## config.mk

```make
export PLATFORM = sky130hd
export DESIGN_NAME = cnt_cmd_seq_flat
export DESIGN_NICKNAME = d
export VERILOG_FILES = /design/src/rtl/cnt_cmd_seq_if.sv /design/src/rtl/cnt_cmd_seq.sv /design/src/flat_wrapper.sv
export SDC_FILE = /design/constraint.sdc
export NUM_CORES = 1
export LEC_CHECK = 0
export ABC_AREA = 1
export CELL_PAD_IN_SITES_DETAIL_PLACEMENT = 0
export CELL_PAD_IN_SITES_GLOBAL_PLACEMENT = 1
export CORE_MARGIN = 3
export CORE_UTILIZATION = 50
export CTS_CLUSTER_DIAMETER = 50
export DETAILED_ROUTE_END_ITERATION = 7
export PLACE_DENSITY = 0.84
export SYNTH_ARGS = -nofsm -noshare
export SYNTH_HDL_FRONTEND = slang
export SYNTH_SLANG_ARGS = --single-unit
export TNS_END_PERCENT = 30
```

## constraint.sdc

```tcl
create_clock -name clk -period 4.5 [get_ports clk]
set_input_delay 0.675 -clock clk [delete_from_list [all_inputs] [get_ports clk]]
set_output_delay 0.675 -clock clk [all_outputs]
set_load 0.02 [all_outputs]
```

## src/rtl/cnt_cmd_seq_if.sv

```systemverilog
`default_nettype none
// ============================================================================
// Module      : cnt_cmd_seq_if
// Description : Command handshake bundle for the counter command sequencer.
//               The producer holds cmd_valid and the command fields; the
//               sequencer answers with cmd_ready.
// Revision    : 1.0 - initial release
// ============================================================================
interface cnt_cmd_seq_if #(
  parameter int WIDTH = 4,
  parameter int LENW  = 8
);
  logic             cmd_valid;
  logic             cmd_ready;
  logic             cmd_load;
  logic             cmd_down;
  logic             cmd_stop_ro;
  logic [WIDTH-1:0] cmd_value;
  logic [LENW-1:0]  cmd_len;

  modport master (
    output cmd_valid, cmd_load, cmd_down, cmd_stop_ro, cmd_value, cmd_len,
    input  cmd_ready
  );

  modport slave (
    input  cmd_valid, cmd_load, cmd_down, cmd_stop_ro, cmd_value, cmd_len,
    output cmd_ready
  );
endinterface
`default_nettype wire

```

## src/rtl/cnt_cmd_seq.sv

```systemverilog
`default_nettype none
// ============================================================================
// Module      : cnt_cmd_seq
// Description : Timed command sequencer driving an up/down counter's
//               load_en/load/down inputs. Commands are buffered in a small
//               FIFO and played back-to-back, each for max(len,1) cycles,
//               optionally cut short when the counter reports rollover.
// Revision    : 1.0 - initial release
// ============================================================================
module cnt_cmd_seq #(
  parameter  int WIDTH = 4,
  parameter  int DEPTH = 4,
  parameter  int LENW  = 8,
  localparam int LVLW  = $clog2(DEPTH + 1)
) (
  input  wire logic             clk,
  input  wire logic             rst,
  cnt_cmd_seq_if.slave          cmd,
  input  wire logic             rollover_i,
  output logic                  load_en_o,
  output logic [WIDTH-1:0]      load_o,
  output logic                  down_o,
  output logic                  busy_o,
  output logic                  done_o,
  output logic [LVLW-1:0]       fifo_level_o
);

  localparam int PTRW = $clog2(DEPTH);
  localparam int EW   = 3 + WIDTH + LENW;

  typedef enum logic [1:0] {
    S_IDLE = 2'd0,
    S_LOAD = 2'd1,
    S_RUN  = 2'd2
  } state_t;

  // FIFO storage and bookkeeping
  logic [EW-1:0]    mem_q [DEPTH];
  logic [PTRW-1:0]  wr_ptr_q;
  logic [PTRW-1:0]  rd_ptr_q;
  logic [LVLW-1:0]  level_q;

  // Sequencer state and registered outputs
  state_t           state_q;
  logic [LENW-1:0]  rem_q;
  logic             stop_ro_q;
  logic             load_en_q;
  logic [WIDTH-1:0] load_q;
  logic             down_q;
  logic             busy_q;
  logic             done_q;

  logic             full_w;
  logic             empty_w;
  logic             push_w;
  logic             pop_w;
  logic             cmd_end_w;
  logic [EW-1:0]    head_w;
  logic             head_load_w;
  logic             head_down_w;
  logic             head_stop_w;
  logic [WIDTH-1:0] head_value_w;
  logic [LENW-1:0]  head_len_w;
  logic [LENW-1:0]  len_d;

  assign full_w  = (level_q == LVLW'(DEPTH));
  assign empty_w = (level_q == '0);

  // Ready depends only on fullness, so a pop in the same cycle never opens it.
  assign cmd.cmd_ready = !full_w;
  assign push_w        = cmd.cmd_valid && !full_w;

  assign head_w       = mem_q[rd_ptr_q];
  assign head_load_w  = head_w[EW-1];
  assign head_down_w  = head_w[EW-2];
  assign head_stop_w  = head_w[EW-3];
  assign head_value_w = head_w[LENW +: WIDTH];
  assign head_len_w   = head_w[LENW-1:0];

  // A zero duration still plays for one cycle.
  assign len_d = (head_len_w == '0) ? LENW'(1) : head_len_w;

  // Decide whether the command being played finishes at this edge.
  always_comb begin
    cmd_end_w = 1'b0;
    case (state_q)
      S_LOAD:  cmd_end_w = (rem_q == LENW'(1));
      S_RUN:   cmd_end_w = (rem_q == LENW'(1)) || (stop_ro_q && rollover_i);
      default: cmd_end_w = 1'b0;
    endcase
  end

  // Pop when idle or at the ending edge so commands chain with no gap.
  assign pop_w = !empty_w && ((state_q == S_IDLE) || cmd_end_w);

  // Capture an accepted command into the FIFO array.
  always_ff @(posedge clk) begin
    if (push_w) begin
      mem_q[wr_ptr_q] <= {cmd.cmd_load, cmd.cmd_down, cmd.cmd_stop_ro,
                          cmd.cmd_value, cmd.cmd_len};
    end
  end

  // Track FIFO pointers and fill level.
  always_ff @(posedge clk or posedge rst) begin
    if (rst) begin
      wr_ptr_q <= '0;
      rd_ptr_q <= '0;
      level_q  <= '0;
    end else begin
      if (push_w) wr_ptr_q <= wr_ptr_q + PTRW'(1);
      if (pop_w)  rd_ptr_q <= rd_ptr_q + PTRW'(1);
      case ({push_w, pop_w})
        2'b10:   level_q <= level_q + LVLW'(1);
        2'b01:   level_q <= level_q - LVLW'(1);
        default: level_q <= level_q;
      endcase
    end
  end

  // Play commands: pop, optional load cycle, count down duration, end.
  always_ff @(posedge clk or posedge rst) begin
    if (rst) begin
      state_q   <= S_IDLE;
      rem_q     <= '0;
      stop_ro_q <= 1'b0;
      load_en_q <= 1'b0;
      load_q    <= '0;
      down_q    <= 1'b0;
      busy_q    <= 1'b0;
      done_q    <= 1'b0;
    end else begin
      done_q    <= cmd_end_w;
      load_en_q <= 1'b0;
      if (pop_w) begin
        busy_q    <= 1'b1;
        down_q    <= head_down_w;
        stop_ro_q <= head_stop_w;
        rem_q     <= len_d;
        if (head_load_w) begin
          state_q   <= S_LOAD;
          load_en_q <= 1'b1;
          load_q    <= head_value_w;
        end else begin
          state_q <= S_RUN;
        end
      end else if (cmd_end_w) begin
        // Nothing queued: go quiet, keep down/load at their last values.
        state_q <= S_IDLE;
        busy_q  <= 1'b0;
      end else if (state_q != S_IDLE) begin
        rem_q   <= rem_q - LENW'(1);
        state_q <= S_RUN;
      end
    end
  end

  assign load_en_o    = load_en_q;
  assign load_o       = load_q;
  assign down_o       = down_q;
  assign busy_o       = busy_q;
  assign done_o       = done_q;
  assign fifo_level_o = level_q;

endmodule
`default_nettype wire

```

## src/flat_wrapper.sv

```systemverilog
// flat-port wrapper written by rule: the top's interface ports become plain ports
module cnt_cmd_seq_flat 
#(
  parameter  int WIDTH = 4,
  parameter  int DEPTH = 4,
  parameter  int LENW  = 8,
  localparam int LVLW  = $clog2(DEPTH + 1)
)
  (clk, rst, rollover_i, load_en_o, load_o, down_o, busy_o, done_o, fifo_level_o, cmd_cmd_valid, cmd_cmd_load, cmd_cmd_down, cmd_cmd_stop_ro, cmd_cmd_value, cmd_cmd_len, cmd_cmd_ready);
  cnt_cmd_seq_if #(.WIDTH(WIDTH), .LENW(LENW)) cmd_i ();
  input  wire logic clk;
  input  wire logic rst;
  input  wire logic rollover_i;
  output logic load_en_o;
  output logic [WIDTH-1:0] load_o;
  output logic down_o;
  output logic busy_o;
  output logic done_o;
  output logic [LVLW-1:0] fifo_level_o;
  input wire logic [$bits(cmd_i.cmd_valid)-1:0] cmd_cmd_valid;
  input wire logic [$bits(cmd_i.cmd_load)-1:0] cmd_cmd_load;
  input wire logic [$bits(cmd_i.cmd_down)-1:0] cmd_cmd_down;
  input wire logic [$bits(cmd_i.cmd_stop_ro)-1:0] cmd_cmd_stop_ro;
  input wire logic [$bits(cmd_i.cmd_value)-1:0] cmd_cmd_value;
  input wire logic [$bits(cmd_i.cmd_len)-1:0] cmd_cmd_len;
  output wire logic [$bits(cmd_i.cmd_ready)-1:0] cmd_cmd_ready;
  assign cmd_i.cmd_valid = cmd_cmd_valid;
  assign cmd_i.cmd_load = cmd_cmd_load;
  assign cmd_i.cmd_down = cmd_cmd_down;
  assign cmd_i.cmd_stop_ro = cmd_cmd_stop_ro;
  assign cmd_i.cmd_value = cmd_cmd_value;
  assign cmd_i.cmd_len = cmd_cmd_len;
  assign cmd_cmd_ready = cmd_i.cmd_ready;
  cnt_cmd_seq #(.WIDTH(WIDTH), .DEPTH(DEPTH), .LENW(LENW)) u_core (.clk(clk), .rst(rst), .cmd(cmd_i), .rollover_i(rollover_i), .load_en_o(load_en_o), .load_o(load_o), .down_o(down_o), .busy_o(busy_o), .done_o(done_o), .fifo_level_o(fifo_level_o));
endmodule
```

==> flow_summary_export.csv, run 1 <==
group,metric,value,unit
outcome,outcome,"finished clean",
cts,clockBufferDepth,2,
power_and_ir_drop,p_leak,0.00173,uW
synthesis,synth_top_area_cell,"edfxtp_1",
final_layout,synthToLayoutAreaGrowth,15.0,%
die,die_width,92.7,um
timing,slew_viol_final,0,
cts,clkTransAtPathRegs,0.09,ns
synthesis,syn-num-nets,365,
cts,insertion_delay,0.35,ns
global_route,grt_antenna_before_repair,0,
timing,slew_headroom,33.5,%
die,num_rows,30,
timing,skew,0.0101,ns
timing,worst_pin_slew,0.996,ns
global_route,grt_usage,17.6,%
die,start_util,53.5,%
worst_setup_path,crit_path_start_kind,"input port",
synthesis,synthFlopType,"edfxtp_1",
timing,fin_crit_sh,55.1,%
worst_setup_path,worst-path-max-fanout,17,
synthesis,yosysWarningCount,0,
job,cap_violations,0,
power_and_ir_drop,power.density,655,nW/um^2
placement,place.gp.congestion,0.850,
cts,cts-hold-fix-buffers,0,
drt,routed_via_density,5.08,
global_route,grt_overflow,0,
cts,cts_setup_buffers,0,
placement,dpl.hpwl,4500,um
timing,tns,0,ns
worst_setup_path,path_class,"input port to flip-flop",
synthesis,yosys-top-cells-area,"edfxtp_1, dfrtp_1, nand2_1",
final_layout,insertedDiodeCount,0,
placement,dpl_cell_area,4150,sq um
drt,wl,6830,um
final_layout,fin_nets,401,
synthesis,syn_area_per_cell,11.2,sq um
cts,cts_buffers,9,
die,dieArea,8590,sq um
timing,rsz0062_at_grt,"false",
die,coreArea,7020,sq um
worst_setup_path,critical_path_arrival,2.71,ns
final_layout,final_cell_count_no_fill,472,
worst_setup_path,crit_chain,"clkdlybuf4s50_1 -> nand3_1 -> o21ai_2 -> nand2_4 -> nand2_8 -> nand2_4 -> clkinv_4 -> ha_1 -> inv_1 -> fa_1 -> a21oi_1 -> o21ai_0 -> xor2_1",
drt,via_count,2398,
worst_setup_path,crit_path_frequent_cell,"nand2_4",
drt,drtIter0Drc,121,
synthesis,syn_area,3760,sq um
placement,place_inst,456,
cts,ctsHtreeMaxLevel,3,
die,io-pin-count,31,
timing,fmax,403,MHz
synthesis,synth_top_area_share,48.0,%
worst_setup_path,path_buf_inv,3,
synthesis,ys_seq_area_share,65.3,%
drt,wl_per_cell,14.5,um
drt,drt_drc_violations_left,0,
power_and_ir_drop,irDropWorstVdd,0.000268,V
final_layout,drive_gt1_share,8.51,%
global_route,grt_pass1_wl,11500,um
synthesis,yosys.cell_types.count,34,
final_layout,final_core_util,61.5,%
synthesis,ys_async_sr_fraction,30.2,%
cts,cts_resized,0,
worst_setup_path,crit_required,4.73,ns
final_layout,fin_area,4320,sq um
worst_setup_path,critPathCaptureType,"flip-flop",
synthesis,ys_ff_latch,86,
timing,setup_violations,0,
worst_setup_path,cpPeakStageDelay,0.45,ns
drt,ant_nets,0,
placement,io_buffers,30,
synthesis,synth-edff-count,60,
timing,hold_viol,0,
cts,root_buffer,"clkbuf_8",
cts,cts_num_sinks,86,
timing,min_period,2.48,ns
worst_setup_path,slowest_stage,"clkdlybuf4s50_1",
drt,drt_first_pass_iters,4,
global_route,grt_max_degree,33,
global_route,grt_pass1_vias,2362,
die,die_h,92.7,um
worst_setup_path,critPathTopFamily,"buffers and inverters",
cts,cts_tree,"done",
synthesis,netlist_instances,335,
hold_path,hold_path_class,"flip-flop to flip-flop",
## worst min-delay path, cell delays in order (launching register included)
cell and delay (ns):
dfrtp_1 0.35, nand2_1 0.06, nand2_1 0.06
## Yosys cell counts, drive strengths merged (2+ instances only)
cell     n
xor2     4
nand3   33
nand4    5
dfrtp   26
xnor2    5
o22ai    6
a21oi    5
ha      10
nand2   85
clkinv   2
inv     23
nor2    31
buf     10
edfxtp  60
o21ai   23
## flip-flops by register name (all words and copies together) (netlist names)
register             count
u_core.busy_o            1
u_core.done_o            1
u_core.stop_ro_q         1
u_core.wr_ptr_q          2
u_core.load_o            4
u_core.mem_q            60
u_core.rd_ptr_q          2
u_core.state_q           2
u_core.rem_q             8
u_core.down_o            1
u_core.load_en_o         1
u_core.fifo_level_o      3
## report_power, final
group / internal (uW) / leakage, uW / total [uW] / switching [uW]
sequential: 1080 / 0.000862 / 1210 / 132
combinational: 416 / 0.000786 / 1150 / 734
clock: 200 / 0.0000809 / 469 / 268
## metal layers
metal  vias up  wire length, um  global-route usage (%)
li1       1209                -                       -
met1      1120             3070                    23.2
met2        56             3350                    28.6
met3        13              293                    3.25
met4         0              124                    7.69
met5         -                0                       0
## layout make-up
class | instances | area, sq um
multi-input cells | 214 | 1140
clock inverters | 7 | 48.8
clock buffers | 9 | 124
well taps | 96 | 120
fillers | 575 | 2700
inverters | 25 | 100
flip-flops and latches | 86 | 2450
repair buffers | 35 | 338
## cells by family after synthesis
kind of cell	Yosys count	share of synthesized area [%]
adder cells (fa/ha/maj)	11	3.86
XOR/XNOR	9	2.10
AND/OR/NAND/NOR	156	18.5
AO/OA/AOI/OAI	38	5.79
flip-flops	86	65.3
buffers and inverters	35	4.50
## final timing paths
kind / startpoint / endpoint / slack, ns / cells past startpoint
max: rollover_i / u_core.fifo_level_o[2] / 2.02 / 13
min: u_core.load_o[3] / u_core.load_o[3] / 0.49 / 2
max reg2reg: u_core.rem_q[1] / u_core.fifo_level_o[2] / 2.10 / 14
min reg2reg: u_core.load_o[3] / u_core.load_o[3] / 0.49 / 2
max in group asynchronous: rst / u_core.rem_q[3] / 3.03 / 2
min in group asynchronous: rst / u_core.fifo_level_o[2] / 0.86 / 2
## metrics by stage
step	worst slack [ns]	power (uW)	hold WS, ns
floorplan	2.27	2050	0.448
global placement	1.67	2380	0.468
detailed placement	1.66	2390	0.469
CTS	2.03	2860	0.493
global route	1.81	3060	0.526
finish	2.02	2830	0.494
## cell usage in the layout, fill, tap and decap left out
| master | n |
|---|---|
| a21oi_1 | 5 |
| a22oi_2 | 1 |
| buf_4 | 5 |
| clkbuf_8 | 9 |
| clkdlybuf4s50_1 | 30 |
| clkinv_1 | 2 |
| clkinv_2 | 1 |
| clkinv_4 | 3 |
| clkinvlp_4 | 2 |
| dfrtp_1 | 26 |
| edfxtp_1 | 60 |
| fa_1 | 1 |
| ha_1 | 10 |
| inv_1 | 21 |
| inv_2 | 2 |
| inv_6 | 1 |
| nand2_1 | 81 |
| nand2_2 | 1 |
| nand2_4 | 2 |
| nand2_8 | 1 |
| nand3_1 | 32 |
| nand3_4 | 1 |
| nand3b_1 | 1 |
| nand4_1 | 5 |
| nor2_1 | 30 |
| nor2_2 | 1 |
| o211ai_1 | 1 |
| o21a_1 | 1 |
| o21ai_0 | 16 |
| o21ai_1 | 6 |
| o21ai_2 | 1 |
| o221ai_1 | 1 |
| o22ai_1 | 6 |
| or2_2 | 1 |
| xnor2_1 | 5 |
| xor2_1 | 4 |
(Power assumes the default switching activity.)
==> run 2: changes to the inputs <==
--- a/config.mk
+++ b/config.mk
@@ -9,10 +9,10 @@
 export CELL_PAD_IN_SITES_DETAIL_PLACEMENT = 0
 export CELL_PAD_IN_SITES_GLOBAL_PLACEMENT = 1
 export CORE_MARGIN = 3
-export CORE_UTILIZATION = 50
+export CORE_UTILIZATION = 42
 export CTS_CLUSTER_DIAMETER = 50
 export DETAILED_ROUTE_END_ITERATION = 7
-export PLACE_DENSITY = 0.84
+export PLACE_DENSITY = 0.75
 export SYNTH_ARGS = -nofsm -noshare
 export SYNTH_HDL_FRONTEND = slang
 export SYNTH_SLANG_ARGS = --single-unit
==> constraint.sdc (replaced) <==
create_clock -name clk -period 2.1 [get_ports clk]
set_input_delay 0.315 -clock clk [delete_from_list [all_inputs] [get_ports clk]]
set_output_delay 0.315 -clock clk [all_outputs]
set_load 0.02 [all_outputs]
==> run 2 against run 1 <==
Design area is 6.8% higher. Sequential share of layout area is 3.6 points lower. Critical path depth stayed put. Wire length is 5.0% higher. Clock skew is 0.0011 ns lower. Die area is 18% higher. Cell count is 5.9% higher. Global-route usage is 2.1 points lower. Largest power group is now combinational cells. Highest routed layer unchanged.
==> flow_summary_export.csv, run 2 (synthesized netlist as in run 1, its figures left out) <==
group,metric,value,unit
worst_setup_path,critical_path_arrival,2.29,ns
drt,drtIter0Drc,104,
power_and_ir_drop,power_frac_comb,44.4,%
power_and_ir_drop,intPower,4050,uW
final_layout,final_cell_mix,"nand2_1, edfxtp_1, nand3_1",
power_and_ir_drop,power.density,1430,nW/um^2
outcome,outcome,"finished clean",
final_layout,final_common_cell,"nand2_1",
placement,place.gp.congestion,0.775,
final_layout,largest_reg_flops,60,
drt,wl,7180,um
final_layout,synthToLayoutAreaGrowth,22.7,%
final_layout,drive_gt1_share,15.4,%
cts,cts-hold-fix-buffers,0,
cts,insertion_delay,0.34,ns
timing,hold_viol,0,
worst_setup_path,startpoint,"u_core.state_q[1]",
placement,pre_cts_ws,-0.137,ns
die,start_util,44.4,%
die,io-pin-count,31,
worst_setup_path,crit_path_start_kind,"flip-flop",
cts,cts_num_sinks,86,
timing,slew_viol_final,0,
timing,setup_ws,0.0392,ns
drt,drt_drc_violations_left,0,
timing,worst_pin_slew,0.457,ns
power_and_ir_drop,swShare,38.5,%
timing,rsz0062_at_grt,"true",
worst_setup_path,crit_required,2.33,ns
cts,clkTransAtPathRegs,0.09,ns
cts,cts_tree,"done",
global_route,grt_pass1_wl,12000,um
cts,ctsHtreeMaxLevel,3,
power_and_ir_drop,p_leak,0.00185,uW
hold_path,hold_path_class,"input port to asynchronous set/reset pin",
global_route,grt_usage,15.5,%
cts,root_buffer,"clkbuf_8",
die,num_rows,33,
worst_setup_path,path_class,"flip-flop to flip-flop",
final_layout,largest-register,"u_core.mem_q",
power_and_ir_drop,p_seq_share,38.1,%
global_route,grt_pass1_vias,2436,
die,die_width,101,um
global_route,grt_overflow,0,
power_and_ir_drop,clkPwrFrac,17.4,%
cts,cts_buffers,9,
final_layout,fillers,749,
timing,slew_headroom,69.5,%
power_and_ir_drop,p_sw,2530,uW
placement,dpl.hpwl,4670,um
drt,routed_via_density,5.01,
timing,setup_violations,0,
worst_setup_path,reg2reg_from,"u_core.state_q[1]",
timing,min_period,2.06,ns
worst_setup_path,r2r_cells,13,
worst_setup_path,r2r-end,"u_core.fifo_level_o[2]",
drt,wl_per_cell,14.4,um
drt,via_count,2505,
final_layout,multi_input_area,1200,sq um
die,coreArea,8460,sq um
cts,clockBufferDepth,2,
timing,fin_crit_sh,98.1,%
final_layout,seq_area,2450,sq um
worst_setup_path,worst-path-max-fanout,3,
power_and_ir_drop,total_power,6580,uW
drt,ant_nets,0,
placement,io_buffers,30,
die,dieArea,10100,sq um
job,cap_violations,0,
worst_setup_path,endpoint,"u_core.fifo_level_o[2]",
worst_setup_path,critPathCaptureType,"flip-flop",
power_and_ir_drop,irDropWorstVdd,0.000552,V
worst_setup_path,reg2reg_slack,0.04,ns
timing,skew,0.00904,ns
die,die_h,101,um
final_layout,insertedDiodeCount,0,
final_layout,fin_nets,420,
drt,drt_first_pass_iters,4,
timing,fmax,485,MHz
global_route,grt_antenna_before_repair,0,
global_route,grt_max_degree,32,
run 2: cell type report:
type | count | area share [%]
clock buffers | 10 | 2.77
clock inverters | 6 | 1.52
inverters | 25 | 2.17
multi-input cells | 214 | 26.0
flip-flops and latches | 86 | 53.2
well taps | 105 | 2.85
repair buffers | 54 | 11.5
run 2: worst max-delay path: stages (launching register included):
cell	delay, ns
dfrtp_1	0.35
inv_1	0.09
ha_4	0.27
o21a_1	0.15
nand2_4	0.08
nand2_8	0.07
nand2_8	0.05
clkinv_4	0.05
ha_4	0.11
inv_2	0.04
fa_2	0.34
a21oi_2	0.14
o21ai_1	0.08
xor2_1	0.14
run 2: stage by stage:
| stage | TNS (ns) | utilization, % | hold slack [ns] | instance area, sq um | std cells |
|---|---|---|---|---|---|
| 3_3_place_gp | -0.0935 | 51.4 | 0.461 | 4350 | 481 |
| 6_report | 0 | 54.5 | 0.319 | 4610 | 500 |
| 2_1_floorplan | 0 | - | 0.355 | 3780 | 335 |
| 4_1_cts | 0 | 53.8 | 0.318 | 4560 | 498 |
| 3_5_place_dp | -0.149 | 51.4 | 0.470 | 4350 | 481 |
| 5_1_grt | -0.103 | 54.5 | 0.335 | 4610 | 500 |
run 2: worst min-delay path by stage:
stage                       end  slack (ns)  cells after the start
5_1_grt        u_core.load_o[0]        0.34                      3
3_3_place_gp      u_core.busy_o        0.46                      2
3_5_place_dp   u_core.load_o[0]        0.47                      2
6_report       u_core.load_o[0]        0.32                      3
4_1_cts           u_core.busy_o        0.32                      3
2_1_floorplan     u_core.busy_o        0.36                      1
run 2: routing by layer:
layer,track usage (%),share of wire [%]
met5,0,0
met4,5.80,1.5
met3,2.77,3.4
met2,24.9,47
met1,21.0,48
run 2: what timing repair did:
item,CTS,global route
pin swaps,0,4
buffers inserted,1,2
gates cloned,0,0
resized for setup,0,8
endpoints found under the setup margin,1,2
run 2: power by group through the flow:
stage	Sequential, uW	Combinational [uW]	Clock (uW)
after detailed placement	2550	2870	0
final	2510	2920	1150
after CTS	2510	2890	1170
after global placement	2530	2850	0
after floorplan	2670	1770	0
after global routing	2570	3290	1260
